$ cat src/rtl/cpu_pkg.sv
// Shared writeback types: register-file width, the SP/XZR register index
// and the request record carried by both result sources and the load FIFO.
package cpu_pkg;

    localparam int XLEN = 64;
    localparam logic [4:0] REG_SP_XZR = 5'd31;

    typedef struct packed {
        logic [4:0]      rd;
        logic            use_sp;
        logic [XLEN-1:0] data;
    } wb_req_t;

    // rd=31 addressed as the zero register: the write is discarded.
    function automatic logic is_xzr(input wb_req_t req);
        return (req.rd == REG_SP_XZR) && !req.use_sp;
    endfunction

endpackage

$ cat src/rtl/wb_fifo.sv
// Generic synchronous FIFO with extra-MSB pointers for full/empty.
// Latency: a push is visible at the head on the following cycle.
// Backpressure: push is accepted when not full, or when full with a pop in the same cycle.
module wb_fifo #(
    parameter int WIDTH = 8,
    parameter int DEPTH = 4
) (
    input  logic             clk,
    input  logic             reset_n,
    input  logic             push_vld,
    input  logic [WIDTH-1:0] push_dat,
    input  logic             pop_vld,
    output logic [WIDTH-1:0] head_dat,
    output logic             full,
    output logic             empty
);

    localparam int AW = $clog2(DEPTH);
    localparam logic [AW:0] PTR_ONE = (AW + 1)'(1);

    logic [AW:0]      wr_ptr;
    logic [AW:0]      rd_ptr;
    logic [WIDTH-1:0] mem [DEPTH];
    logic             do_push;
    logic             do_pop;

    assign empty    = (wr_ptr == rd_ptr);
    assign full     = (wr_ptr[AW] != rd_ptr[AW]) && (wr_ptr[AW-1:0] == rd_ptr[AW-1:0]);
    assign do_pop   = pop_vld && !empty;
    assign do_push  = push_vld && (!full || do_pop);
    assign head_dat = mem[rd_ptr[AW-1:0]];

    always_ff @(posedge clk or negedge reset_n) begin
        if (!reset_n) begin
            wr_ptr <= '0;
            rd_ptr <= '0;
        end else begin
            if (do_push) wr_ptr <= wr_ptr + PTR_ONE;
            if (do_pop)  rd_ptr <= rd_ptr + PTR_ONE;
        end
    end

    // Storage needs no reset: entries are only read once the pointers cover them.
    always_ff @(posedge clk) begin
        if (do_push) mem[wr_ptr[AW-1:0]] <= push_dat;
    end

endmodule

$ cat src/rtl/reg_writeback.sv
// Register-file write port arbiter: ALU results win, queued loads fill gaps, forced drain on starvation.
// Latency: selected in cycle N, on the write port in N+1; load enqueue to RegWrite is 2 cycles minimum.
// Backpressure: ld_ready drops when the load FIFO is full; alu_stall pauses the ALU for one cycle.
module reg_writeback
    import cpu_pkg::*;
#(
    parameter int FIFO_DEPTH   = 4,
    parameter int STARVE_LIMIT = 8
) (
    input  logic            clk,
    input  logic            reset_n,
    input  logic            alu_valid,
    input  logic [4:0]      alu_rd,
    input  logic            alu_use_sp,
    input  logic [XLEN-1:0] alu_data,
    output logic            alu_stall,
    input  logic            ld_valid,
    output logic            ld_ready,
    input  logic [4:0]      ld_rd,
    input  logic            ld_use_sp,
    input  logic [XLEN-1:0] ld_data,
    input  logic            issue_valid,
    input  logic [4:0]      issue_rd,
    input  logic            issue_use_sp,
    output logic [31:0]     busy,
    output logic            RegWrite,
    output logic [4:0]      Write_register,
    output logic [XLEN-1:0] Write_d,
    output logic            proto_err
);

    localparam int CW = $clog2(STARVE_LIMIT + 1);
    localparam logic [CW-1:0] CNT_ONE   = CW'(1);
    localparam logic [CW-1:0] CNT_LIMIT = CW'(STARVE_LIMIT);

    wb_req_t       alu_req;
    wb_req_t       ld_req;
    wb_req_t       head_req;
    wb_req_t       sel_req;
    logic          fifo_full;
    logic          fifo_empty;
    logic          enq;
    logic          alu_sel;
    logic          ld_sel;
    logic          any_sel;
    logic [CW-1:0] starve_cnt;
    logic [CW-1:0] starve_nxt;
    logic          clr_vld;
    logic [4:0]    clr_rd;
    logic [31:0]   set_mask;
    logic [31:0]   clr_mask;

    assign alu_req = '{rd: alu_rd, use_sp: alu_use_sp, data: alu_data};
    assign ld_req  = '{rd: ld_rd,  use_sp: ld_use_sp,  data: ld_data};

    assign ld_ready = !fifo_full;
    assign enq      = ld_valid && !fifo_full;

    wb_fifo #(
        .WIDTH ($bits(wb_req_t)),
        .DEPTH (FIFO_DEPTH)
    ) u_ld_fifo (
        .clk      (clk),
        .reset_n  (reset_n),
        .push_vld (enq),
        .push_dat (ld_req),
        .pop_vld  (ld_sel),
        .head_dat (head_req),
        .full     (fifo_full),
        .empty    (fifo_empty)
    );

    // During a forced drain the ALU slot is ignored, so the FIFO head takes it.
    assign alu_sel = alu_valid && !alu_stall;
    assign ld_sel  = !alu_sel && !fifo_empty;
    assign any_sel = alu_sel || ld_sel;
    assign sel_req = alu_sel ? alu_req : head_req;

    assign starve_nxt = (alu_sel && !fifo_empty) ? starve_cnt + CNT_ONE : '0;

    assign set_mask = (issue_valid && !(issue_rd == REG_SP_XZR && !issue_use_sp))
                      ? (32'd1 << issue_rd) : 32'd0;
    assign clr_mask = clr_vld ? (32'd1 << clr_rd) : 32'd0;

    always_ff @(posedge clk or negedge reset_n) begin
        if (!reset_n) begin
            starve_cnt     <= '0;
            alu_stall      <= 1'b0;
            proto_err      <= 1'b0;
            RegWrite       <= 1'b0;
            Write_register <= '0;
            Write_d        <= '0;
            clr_vld        <= 1'b0;
            clr_rd         <= '0;
            busy           <= '0;
        end else begin
            starve_cnt <= starve_nxt;
            alu_stall  <= (starve_nxt == CNT_LIMIT);
            proto_err  <= proto_err | (alu_valid & alu_stall);
            RegWrite   <= any_sel && !is_xzr(sel_req);
            if (any_sel) begin
                Write_register <= sel_req.rd;
                Write_d        <= sel_req.data;
            end
            // A dequeued load is on the port next cycle; its pending bit drops at the end of that cycle.
            clr_vld <= ld_sel;
            clr_rd  <= head_req.rd;
            busy    <= (busy & ~clr_mask) | set_mask;
        end
    end

endmodule

$ cat config.mk
export PLATFORM = sky130hd
export DESIGN_NAME = reg_writeback
export DESIGN_NICKNAME = d
export VERILOG_FILES = /design/src/rtl/cpu_pkg.sv /design/src/rtl/wb_fifo.sv /design/src/rtl/reg_writeback.sv
export SDC_FILE = /design/constraint.sdc
export NUM_CORES = 1
export LEC_CHECK = 0
export ABC_CLOCK_PERIOD_IN_PS = 3130
export CORE_ASPECT_RATIO = 1.1
export CORE_MARGIN = 1
export CORE_UTILIZATION = 48
export DETAILED_ROUTE_END_ITERATION = 6
export PLACE_DENSITY = 0.76
export REMOVE_ABC_BUFFERS = 1
export SYNTH_ARGS = -nofsm -noshare
export SYNTH_HDL_FRONTEND = slang
export SYNTH_SLANG_ARGS = --single-unit
export TNS_END_PERCENT = 50
$ cat constraint.sdc
create_clock -name clk -period 3.13 [get_ports clk]
set_clock_uncertainty 0.05 [all_clocks]
set_input_delay 0.4695 -clock clk [delete_from_list [all_inputs] [get_ports clk]]
set_output_delay 0.4695 -clock clk [all_outputs]
set_load 0.02 [all_outputs]
==> flow_metrics.py <==
metrics = {
    "layout": {
        "fin_util_pct": 63.0,
        "final_layout_size_suffix_gt1_share_pct": 13.8,
        "syn2layout_area_growth_pct": 28.9,
        "instances_no_fill": 1591,
        "nFillCells": 2234,
        "layout.nets": 1299,
    },
    "detailed_routing": {
        "via_per_inst": 5.39,
        "ant_nets": 0,
        "wl_mm": 32.5,
        "wire_per_inst_um": 20.4,
        "drc": 0,
        "dr.pass1.iters": 5,
        "drt-initial-drc-count": 672,
        "vias": 8575,
    },
    "sta": {
        "tightest_slew_ps": 1030,
        "fin_crit_sh_pct": 79.2,
        "slew_violations": 0,
        "finalSetupViolations": 0,
        "hold_violations": 0,
        "fin_crit_ps": 2480,
        "finalSetupTns_ps": 0,
        "whs_ps": 420,
        "rsz0062_at_grt": "false",
        "timing.fmax_mhz": 404,
        "slew_headroom_pct": 31.6,
    },
    "critical_path": {
        "path_class": "reg -> out",
        "cp_data_arrival_time_ps": 1960,
        "critPathLaunchType": "flop",
        "crit_path_end_kind": "primary output",
        "required_ps": 2610,
        "r2r_start": "u_ld_fifo.rd_ptr[1]",
        "crit_start": "u_ld_fifo.rd_ptr[0]",
        "critical_path.max_fanout": 3,
    },
    "min_path": {
        "hold_class": "reg -> reg",
        "worstHoldStart": "proto_err",
    },
    "synthesis": {
        "yosysTopAreaCell": "edfxtp_1",
        "synth_mux_area_share_pct": 14.8,
        "synth_most_common_cell": "edfxtp_1",
        "synthFlopType": "edfxtp_1",
        "synth-seq-area-share_pct": 74.2,
        "ys_warn_count": 0,
        "synth_simple_gate_area_share_pct": 3.80,
        "async_flop_share_pct": 30.0,
        "synth_top_family_by_area": "multiplexers",
        "syn_inst": 865,
        "synth_area_leaders": "edfxtp_1, dfrtp_1, mux4_2, mux2i_1, o21ai_0",
        "synthXorXnorAreaFrac_pct": 0.561,
        "synth_compound_area_share_pct": 4.60,
        "ys_ff_latch": 400,
        "synth_common_cells": "edfxtp_1, dfrtp_1, o21ai_0",
        "synth.avg_cell_area_um2": 17.8,
        "syn_area_um2": 15400,
        "yosysUniqueCellTypes": 34,
        "netlist.area_leader.share_pct": 54.7,
        "synth_enable_flop_cells": 280,
        "synth_fa_ha_area_share_pct": 0.488,
    },
    "job": {
        "max_cap_violations": 0,
    },
    "power": {
        "power_density_nw_per_um2": 983,
        "power.total_mw": 19.5,
        "ir_worst_vdd_mv": 0.674,
        "leakage_nw": 7.35,
    },
    "place": {
        "dpl.cell_count": 1520,
        "portBuffers": 255,
        "place.gp.congestion": 0.849,
        "hpwl_mm": 21.2,
    },
    "die": {
        "num_io_pins": 256,
        "die_width_um": 173,
        "die_height_um": 190,
        "design.die.area_um2": 32800,
        "start_util_pct": 48.9,
        "core_area_um2": 31500,
        "rows": 68,
    },
    "cts": {
        "clk_pin_slew_ps": 60,
        "cts_num_sinks": 400,
        "cts-root-buf": "clkbuf_16",
        "htree_levels": 2,
        "cts_buffer_depth": 3,
        "clock_latency_ps": 520,
        "cts_buffers": 39,
        "ctsResizeCount": 0,
        "cts_tree": "built",
    },
    "run_status": {
        "status": "finished, final reports clean",
    },
    "global_route": {
        "first_global_vias": 8824,
        "grt-ovfl-total": 0,
        "antenna_found_initial": 1,
        "grt_use_total_pct": 20.0,
        "grt_max_degree": 75,
        "grt_pass1_wl_mm": 50.4,
    },
}
kinds of logic (layout without fill, tap and decap cells):
kind of cell	Yosys count	after routing
AND/OR/NAND/NOR	126	126
adder cells (fa/ha/maj)	6	6
XOR/XNOR	9	9
AO/OA/AOI/OAI	140	140
buffers and inverters	44	349
flip-flops	400	400
multiplexers	140	140
other	0	1
power breakdown:
group	leakage (nW)	internal (mW)	switching, mW
Sequential	3.97	7.29	0.611
Combinational	2.77	3.42	3.63
Clock	0.606	2.68	1.87
area by class of cell:
class,count,area (um^2),share of cell area (%)
clock inverters,15,180,0.908
flip-flops and latches,400,11400,57.6
multi-input cells,421,3750,18.9
well taps,420,526,2.65
inverters,3,11.3,0.0568
repair buffers,277,2900,14.6
diodes,1,2.50,0.0126
clock buffers,54,1050,5.30
state kept, by name (all words and copies together) (netlist names):
name / cells
u_ld_fifo.rd_ptr: 3
u_ld_fifo.mem: 280
Write_d: 64
busy: 32
u_ld_fifo.wr_ptr: 3
RegWrite: 1
Write_register: 5
clr_vld: 1
starve_cnt: 4
proto_err: 1
clr_rd: 5
alu_stall: 1
routing by layer:
layer,part of all wire [%],GRT usage [%],routed length [um]
met2,50,34.0,16300
met1,41,26.4,13200
met5,0.052,0,17
met3,7.1,4.34,2320
met4,1.9,4.94,614
cells in the final DEF, fill, tap and decap left out, types with 3 or more instances in the layout:
cell type	count
dfrtp_1	118
inv_1	3
clkinv_2	7
nand3b_1	6
nand3_1	9
xnor2_1	4
mux2i_1	69
nor2b_1	4
nand2_1	78
nand2b_1	6
clkbuf_16	39
bufinv_16	4
o21ai_0	79
buf_12	14
edfxtp_1	280
clkdlybuf4s50_1	254
and2_4	4
xor2_1	4
clkbuf_1	13
nor2_1	5
mux4_2	70
ha_1	6
or2_2	6
buf_4	7
o21ai_1	56
final timing paths:
path                                         to  cells past startpoint  slack (ps)
hold / removal                        proto_err                      1         420
setup / recovery                       ld_ready                      3         650
min in group asynchronous              busy[14]                      2         520
max in group asynchronous             clr_rd[1]                      3        1740
hold reg to reg                       proto_err                      1         420
setup reg to reg           u_ld_fifo.mem[3][51]                      4         800
critical path, stage by stage (launching register included):
cell             delay [ps]
dfrtp_4                 490
xnor2_1                 260
nand3_1                 110
clkdlybuf4s50_1         580
timing repair:
item	in CTS	in global routing
hold endpoints to repair	64	0
buffers inserted	0	0
hold buffers	1	0
endpoints found under the setup margin	0	0
through the flow:
step | setup slack, ps | cell area [um^2]
2_1_floorplan | -3670 | 15200
3_3_place_gp | 527 | 18600
3_5_place_dp | 460 | 18600
4_1_cts | 617 | 19800
5_1_grt | 590 | 19800
6_report | 652 | 19800
(Power assumes the default switching activity.)
